File: config.mk
export PLATFORM = sky130hd
export DESIGN_NAME = aes_job_sched
export DESIGN_NICKNAME = d
export VERILOG_FILES = /design/src/rtl/aes_sched_pkg.sv /design/src/rtl/aes_rr_arb2.sv /design/src/rtl/aes_job_sched.sv
export SDC_FILE = /design/constraint.sdc
export NUM_CORES = 1
export LEC_CHECK = 0
export CAP_MARGIN = 20
export CORE_AREA = 5 5 401 403
export CTS_BUF_LIST = sky130_fd_sc_hd__clkbuf_4
export CTS_CLUSTER_SIZE = 16
export DETAILED_ROUTE_END_ITERATION = 12
export DIE_AREA = 0 0 406 408
export HOLD_SLACK_MARGIN = 0.06
export PLACE_DENSITY = 0.31
export SLEW_MARGIN = 10
export SYNTH_ARGS = -nofsm -noshare
export SYNTH_HDL_FRONTEND = slang
export SYNTH_HIERARCHICAL = 1
export SYNTH_SLANG_ARGS = --single-unit
File: constraint.sdc
create_clock -name AES_clk -period 2.1 [get_ports AES_clk]
set_clock_uncertainty 0.15 [all_clocks]
set_input_delay 0.42 -clock AES_clk [delete_from_list [all_inputs] [get_ports AES_clk]]
set_output_delay 0.42 -clock AES_clk [all_outputs]
set_load 0.02 [all_outputs]
File: src/rtl/aes_sched_pkg.sv
// Shared types and constants for the two-client AES job scheduler.
package aes_sched_pkg;

  localparam int unsigned AES_BLK_W             = 128;
  localparam int unsigned AES_SCHED_TIMEOUT_DEF = 64;

  typedef enum logic [1:0] {
    IDLE = 2'd0,
    RUN  = 2'd1,
    RESP = 2'd2
  } sched_state_t;

  // Result payload returned to the clients
  typedef struct packed {
    logic                 id;
    logic                 timeout;
    logic [AES_BLK_W-1:0] data;
  } sched_rsp_t;

endpackage

File: src/rtl/aes_rr_arb2.sv
// Two-way round-robin grant: on contention the client that did not win last time is granted.
module aes_rr_arb2 (
  input  logic [1:0] i_valid,
  input  logic       i_last_grant,
  output logic [1:0] o_grant_c
);

  always_comb begin
    o_grant_c = i_valid;
    if (i_valid == 2'b11) begin
      o_grant_c = i_last_grant ? 2'b01 : 2'b10;
    end
  end

endmodule

File: src/rtl/aes_job_sched.sv
// Round-robin job scheduler in front of a single shared AES_top core; holds core inputs
// stable while AES_en is high and returns the ciphertext (or a timeout) tagged with the client ID.
module aes_job_sched
  import aes_sched_pkg::*;
#(
  parameter int unsigned TIMEOUT_CYCLES = AES_SCHED_TIMEOUT_DEF
) (
  input  logic                 AES_clk,
  input  logic                 AES_rst_n,
  input  logic                 req0_valid,
  output logic                 req0_ready,
  input  logic [AES_BLK_W-1:0] req0_data,
  input  logic [AES_BLK_W-1:0] req0_key,
  input  logic                 req1_valid,
  output logic                 req1_ready,
  input  logic [AES_BLK_W-1:0] req1_data,
  input  logic [AES_BLK_W-1:0] req1_key,
  output logic                 rsp_valid,
  input  logic                 rsp_ready,
  output logic                 rsp_id,
  output logic [AES_BLK_W-1:0] rsp_data,
  output logic                 rsp_timeout,
  output logic                 core_en,
  output logic [AES_BLK_W-1:0] core_data_in,
  output logic [AES_BLK_W-1:0] core_key_in,
  input  logic [AES_BLK_W-1:0] core_data_out,
  input  logic                 core_data_out_valid,
  output logic                 busy
);

  localparam int unsigned     CNT_W    = $clog2(TIMEOUT_CYCLES);
  localparam logic [CNT_W-1:0] CNT_LAST = CNT_W'(TIMEOUT_CYCLES - 1);

  sched_state_t         r_state,      w_state_nxt;
  logic                 r_last_grant, w_last_grant_nxt;
  logic [CNT_W-1:0]     r_cnt,        w_cnt_nxt;
  logic                 r_core_en,    w_core_en_nxt;
  logic [AES_BLK_W-1:0] r_core_data,  w_core_data_nxt;
  logic [AES_BLK_W-1:0] r_core_key,   w_core_key_nxt;
  logic                 r_rsp_valid,  w_rsp_valid_nxt;
  sched_rsp_t           r_rsp,        w_rsp_nxt;

  logic [1:0]           w_grant;
  logic [1:0]           w_grant_idle;

  aes_rr_arb2 u_arb (
    .i_valid      ({req1_valid, req0_valid}),
    .i_last_grant (r_last_grant),
    .o_grant_c    (w_grant)
  );

  // Grants only count while the core is free
  assign w_grant_idle = (r_state == IDLE) ? w_grant : 2'b00;

  always_ff @(posedge AES_clk or negedge AES_rst_n) begin
    if (!AES_rst_n) begin
      r_state <= IDLE;
    end else begin
      r_state <= w_state_nxt;
    end
  end

  always_ff @(posedge AES_clk or negedge AES_rst_n) begin
    if (!AES_rst_n) begin
      r_last_grant <= 1'b1;
      r_cnt        <= '0;
      r_core_en    <= 1'b0;
      r_core_data  <= '0;
      r_core_key   <= '0;
      r_rsp_valid  <= 1'b0;
      r_rsp        <= '0;
    end else begin
      r_last_grant <= w_last_grant_nxt;
      r_cnt        <= w_cnt_nxt;
      r_core_en    <= w_core_en_nxt;
      r_core_data  <= w_core_data_nxt;
      r_core_key   <= w_core_key_nxt;
      r_rsp_valid  <= w_rsp_valid_nxt;
      r_rsp        <= w_rsp_nxt;
    end
  end

  always_comb begin
    w_state_nxt      = r_state;
    w_last_grant_nxt = r_last_grant;
    w_cnt_nxt        = r_cnt;
    w_core_en_nxt    = r_core_en;
    w_core_data_nxt  = r_core_data;
    w_core_key_nxt   = r_core_key;
    w_rsp_valid_nxt  = r_rsp_valid;
    w_rsp_nxt        = r_rsp;

    unique case (r_state)
      IDLE: begin
        if (|w_grant_idle) begin
          w_core_data_nxt  = w_grant_idle[1] ? req1_data : req0_data;
          w_core_key_nxt   = w_grant_idle[1] ? req1_key  : req0_key;
          w_rsp_nxt.id     = w_grant_idle[1];
          w_last_grant_nxt = w_grant_idle[1];
          w_cnt_nxt        = '0;
          w_core_en_nxt    = 1'b1;
          w_state_nxt      = RUN;
        end
      end
      RUN: begin
        w_cnt_nxt = r_cnt + CNT_W'(1);
        // A core valid on the terminal count still counts as a completed job
        if (core_data_out_valid) begin
          w_rsp_nxt.data    = core_data_out;
          w_rsp_nxt.timeout = 1'b0;
          w_rsp_valid_nxt   = 1'b1;
          w_core_en_nxt     = 1'b0;
          w_state_nxt       = RESP;
        end else if (r_cnt == CNT_LAST) begin
          w_rsp_nxt.data    = '0;
          w_rsp_nxt.timeout = 1'b1;
          w_rsp_valid_nxt   = 1'b1;
          w_core_en_nxt     = 1'b0;
          w_state_nxt       = RESP;
        end
      end
      RESP: begin
        if (rsp_ready) begin
          w_rsp_valid_nxt = 1'b0;
          w_state_nxt     = IDLE;
        end
      end
      default: begin
        w_state_nxt = IDLE;
      end
    endcase
  end

  assign req0_ready   = w_grant_idle[0];
  assign req1_ready   = w_grant_idle[1];
  assign busy         = (r_state != IDLE);
  assign core_en      = r_core_en;
  assign core_data_in = r_core_data;
  assign core_key_in  = r_core_key;
  assign rsp_valid    = r_rsp_valid;
  assign rsp_id       = r_rsp.id;
  assign rsp_timeout  = r_rsp.timeout;
  assign rsp_data     = r_rsp.data;

endmodule
; After elaboration in Yosys (flattened, before gate mapping)
; Index checks and enable logic that the tools add are counted.
[classes]
muxes = 22
addsub = 1
reduce_logical = 12
n_eq_ne = 7
[op_table]
columns = cell, count
row1 = two-way mux 129 bit, 2
row2 = two-way mux 128 bit, 2
row3 = two-way mux 2 bit, 7
row4 = one-hot mux 6 bit (2 select lines), 1
row5 = AND reduction 3 bit, 3
row6 = nonzero test 2 bit, 4
row7 = "adder 6 x 1 -> 6 bit, second input constant", 1
row8 = "== test 6 bit, second input constant", 1
row9 = two-way mux 1 bit, 6
row10 = two-way mux 6 bit, 1
row11 = one-hot mux 2 bit (3 select lines), 1
row12 = AND reduction 2 bit, 3
row13 = "== test 2 bit, second input constant", 2
row14 = one-hot mux 1 bit (2 select lines), 2
row15 = "!= test 3 bit, second input constant", 1
row16 = "== test 2 x 1 -> 1 bit, second input constant", 1
row17 = zero test 2 bit, 1
row18 = "!= test 2 x 1 -> 1 bit, second input constant", 1
row19 = "!= test 2 bit, second input constant", 1
row20 = OR reduction 2 bit, 1
[word_totals]
ff_bits = 397
wordCells = 52
input_bits = 646

; Longest topological paths before layout
[depth]
ltp_word = 6
ltp_mapped = 8
depth_no_buf = 6

; By module
; Netlist, hierarchy kept.
[by_module_without_submodules]
columns = mod, instances, seq_area_each_um2, area_per_inst_um2, cells_each
row1 = aes_job_sched, 1, 9935.8, 17924.7, 1653
row2 = aes_rr_arb2, 1, 0.0, 18.8, 3

; Worst setup path before layout
; Ideal clock, no wire load.
[synth_timing]
path_kind = input port to output port
start = in req1_valid
end = out req1_ready
stages = 3
t_required_ns = 1.530
t_arrival_ns = 1.566
slack_ns = -0.036
path_cell_list = a21boi_0 -> nor3b_2 -> clkbuf_1
[synth_between]
elab_chain_len = 3
[synth_lines]
columns = element, line
row1 = from (decl), aes_job_sched.sv:14  ; input logic req1_valid,
row2 = == test 2 bit, aes_rr_arb2.sv:10  ; if (i_valid == 2'b11) begin
row3 = two-way mux 2 bit (*), aes_rr_arb2.sv:10
row4 = two-way mux 2 bit (*), aes_job_sched.sv:53  ; assign w_grant_idle = (r_state == IDLE) ? w_grant : 2'b00;
row5 = to (decl), aes_job_sched.sv:15  ; output logic req1_ready,
; Mark *: on every way between the ends. The rest lies on a longest branch, timed or not.

; Final worst setup path
[layout_timing]
start = reg r_last_grant
end = out req0_ready
[layout_between]
elab_chain_len = 3
[layout_lines]
columns = element, line
row1 = from (decl), aes_job_sched.sv:35  ; logic r_last_grant, w_last_grant_nxt;
row2 = from (signal assigned), aes_job_sched.sv:73  ; r_last_grant <= w_last_grant_nxt;
row3 = two-way mux 2 bit, aes_rr_arb2.sv:11  ; o_grant_c = i_last_grant ? 2'b01 : 2'b10;
row4 = two-way mux 2 bit, aes_rr_arb2.sv:10
row5 = named net w_grant[0], aes_job_sched.sv:43  ; logic [1:0] w_grant;
row6 = two-way mux 2 bit, aes_job_sched.sv:53
row7 = to (decl), aes_job_sched.sv:11  ; output logic req0_ready,
; The timed path passes the listed nets, and every way through them passes these cells.

==> impl_metrics.toml <==
[run_status]
outcome = "complete, but fails checks"
failed_checks = "negative setup slack"

[floorplan]
die_x_um = 406
rows = 146
design.core.area_sq_mm = 0.157
die_y_um = 408
initial_utilization = 0.114
ios = 1037
dieArea_sq_mm = 0.166

[synthesis]
ys_types = 40
synth-edff-count = 0
ys_warn_count = 6
syn-num-nets = 2303
synth-seq-cells = 397
syn_avg_cell_area_sq_um = 10.8
synthCells = 1656
synth_ff_type = "dfrtp_1"
seq_area_frac_synth = 0.554
synth_area_sq_mm = 0.0179
ys_async_sr_fraction = 1.00

[global_route]
overflow = 0
antenna_found_initial = 71
grt_max_degree = 55
grt_pass1_vias = 25800
grtUsageTotal = 0.164
grt_pass1_wl_um = 195000

[cells_and_area]
nNetsFinal = 4412
final_layout_size_suffix_gt1_frac = 0.291
utilization = 0.277
layout_commonest_cell = "dlygate4sd3_1"
nFillCells = 16900
syn2layout_area_growth_pct = 143
final_cell_mix = "647 x dlygate4sd3_1, 644 x clkdlybuf4s50_1, 409 x buf_6"
design_area_sq_mm = 0.0435

[worst_setup_path]
crit_cells = 7
cp_num_buf_inv = 5
cp_max_fo = 2
path_common_cell = "buf_6"
path_cells = "inv_2 > a21boi_2 > buf_6 > nand2_8 > inv_16 > buf_6 > buf_6"
cp.required_ps = 1530
crit_family = "flip-flops"
critical_path.max_stage_delay_ps = 540
worstSetupPathType = "reg2out"
reg2reg_depth = 10
cp.arrival_ps = 2180
endpoint_kind = "output pin"
cpMaxStageDelayCell = "dfstp_2"
critPathLaunchType = "register"

[cts]
cts-root-buf = "clkbuf_4"
htreeDepth = 4
cts_buffer_depth = 3
clk_latency_ps = 1040
clk_pin_slew_ps = 60
clock-sinks = 397
cts_tree = "done"
cts_buffers = 142

[routing]
firstDrtPassIters = 5
num_vias = 23900
drc_errors = 0
viasPerCell = 4.00
initialDrtViolationCount = 1192
final_antenna_net_count = 0
wl_um = 146000
routedWlPerCell_um = 24.4

[timing]
tightest_slew_ps = 527
rsz0062_at_grt = "yes"
setup-violations-final = 383
slew_headroom = 0.649
finalMaxSlewViolations = 0
period_share = 1.31
holdWs_ps = 338
fmax_mhz = 364
fin_crit_ps = 2750
setup_tns_ps = -24490
setup_slack_ps = -649
final-hold-violation-count = 0

[placed_design]
dp_hpwl_um = 108000
portBuffers = 1036
placedInstanceArea_sq_mm = 0.0319
gp_congestion = 0.829

[hold_path]
min_path_type = "in2reg"
holdPathStages = 3

[job]
max_cap_violations = 0

[power_and_ir_drop]
ir_drop_mv = 0.678
power_density_mw_per_mm2 = 1410
cellLeakagePower_nw = 18.6
## flip-flops by register name, summed over array words and instances, names as in the netlist
name,count
core_data_in,128
core_key_in,128
rsp_data,128
r_cnt,6
r_state,2
core_en,1
r_last_grant,1
rsp_id,1
rsp_timeout,1
rsp_valid,1
## final cells by class
class	count	area, sq um	share of cell area
multi-input cells	1068	7150	0.164
clock buffers	200	1500	0.0345
well taps	2072	2590	0.0596
repair buffers	2151	21900	0.503
clock inverters	28	256	0.00589
diodes	47	118	0.00270
flip-flops and latches	397	9960	0.229
inverters	5	50.0	0.00115
## routing by layer
metal  track usage  vias to the layer above  share of wire  wire, um
met5       0.00292                        -         0.0017       252
met4        0.0664                       32          0.037      5330
met3        0.0659                      275          0.086     12600
met2         0.288                     1012           0.50     72800
met1         0.176                    11700           0.38     54900
li1              -                    10800              -         -
## Yosys cell counts, types with 3 or more instances
cell	number	share of area
o2bb2ai_2	10	0.0084
inv_1	5	0.0010
o21ai_0	8	0.0022
o2bb2ai_1	118	0.058
clkbuf_1	85	0.018
mux2i_1	3	0.0017
buf_6	11	0.0069
buf_2	83	0.023
buf_4	4	0.0017
a32oi_1	254	0.12
nand2_1	384	0.080
nor2b_1	3	0.0010
dfrtp_1	396	0.55
buf_1	3	0.00063
a22oi_1	256	0.11
## worst register-to-register path, stage by stage, from the launching register on
cell and delay, ps:
dfstp_2 540, inv_2 40, a21boi_2 120, buf_6 130, nand2_8 70, inv_16 60, buf_4 300, buf_12 290
buf_4 220, a32oi_1 100, nand2_1 90
## per-stage QoR
step	power, mW	setup slack, ps	instances
after floorplan	27.5	52.0	1656
after global placement	44.5	-423	4743
after detailed placement	44.2	-422	4743
after CTS	59.7	-922	5826
after global routing	65.1	-897	5956
final	61.5	-649	5968
## repair_timing
action,CTS,global route
resized for setup,2511,34
buffers inserted,207,79
pin swaps,3,1
cloned,0,16
hold endpoints to repair,786,0
endpoints found under the setup margin,392,653
hold buffers,648,0
## kinds of logic after synthesis
group	after synthesis	synth area share
AO/OA/AOI/OAI	660	0.305
AND/OR/NAND/NOR	404	0.0877
flip-flops	397	0.554
buffers and inverters	191	0.0512
multiplexers	3	0.00167
adder cells (fa/ha/maj)	1	0.000697
## path summary, 6_finish.rpt
| path | from | to | slack [ps] |
|---|---|---|---|
| max reg2reg | r_last_grant | core_key_in[82] | -20 |
| min in group asynchronous | AES_rst_n | core_data_in[76] | 830 |
| max | r_last_grant | req0_ready | -650 |
| min | core_data_out[90] | rsp_data[90] | 340 |
| max in group asynchronous | AES_rst_n | core_key_in[93] | 150 |
| min reg2reg | r_cnt[4] | r_cnt[4] | 340 |
## report_power, final
group          internal, mW  leakage, nW  total [mW]  switching [mW]
registers              11.6         4.77        15.1            3.48
clock network          4.84         1.04        9.18            4.33
logic                  18.6         12.8        37.2            18.6
total                  35.0         18.6        61.5            26.5
Power figures use the tool's default switching activity.
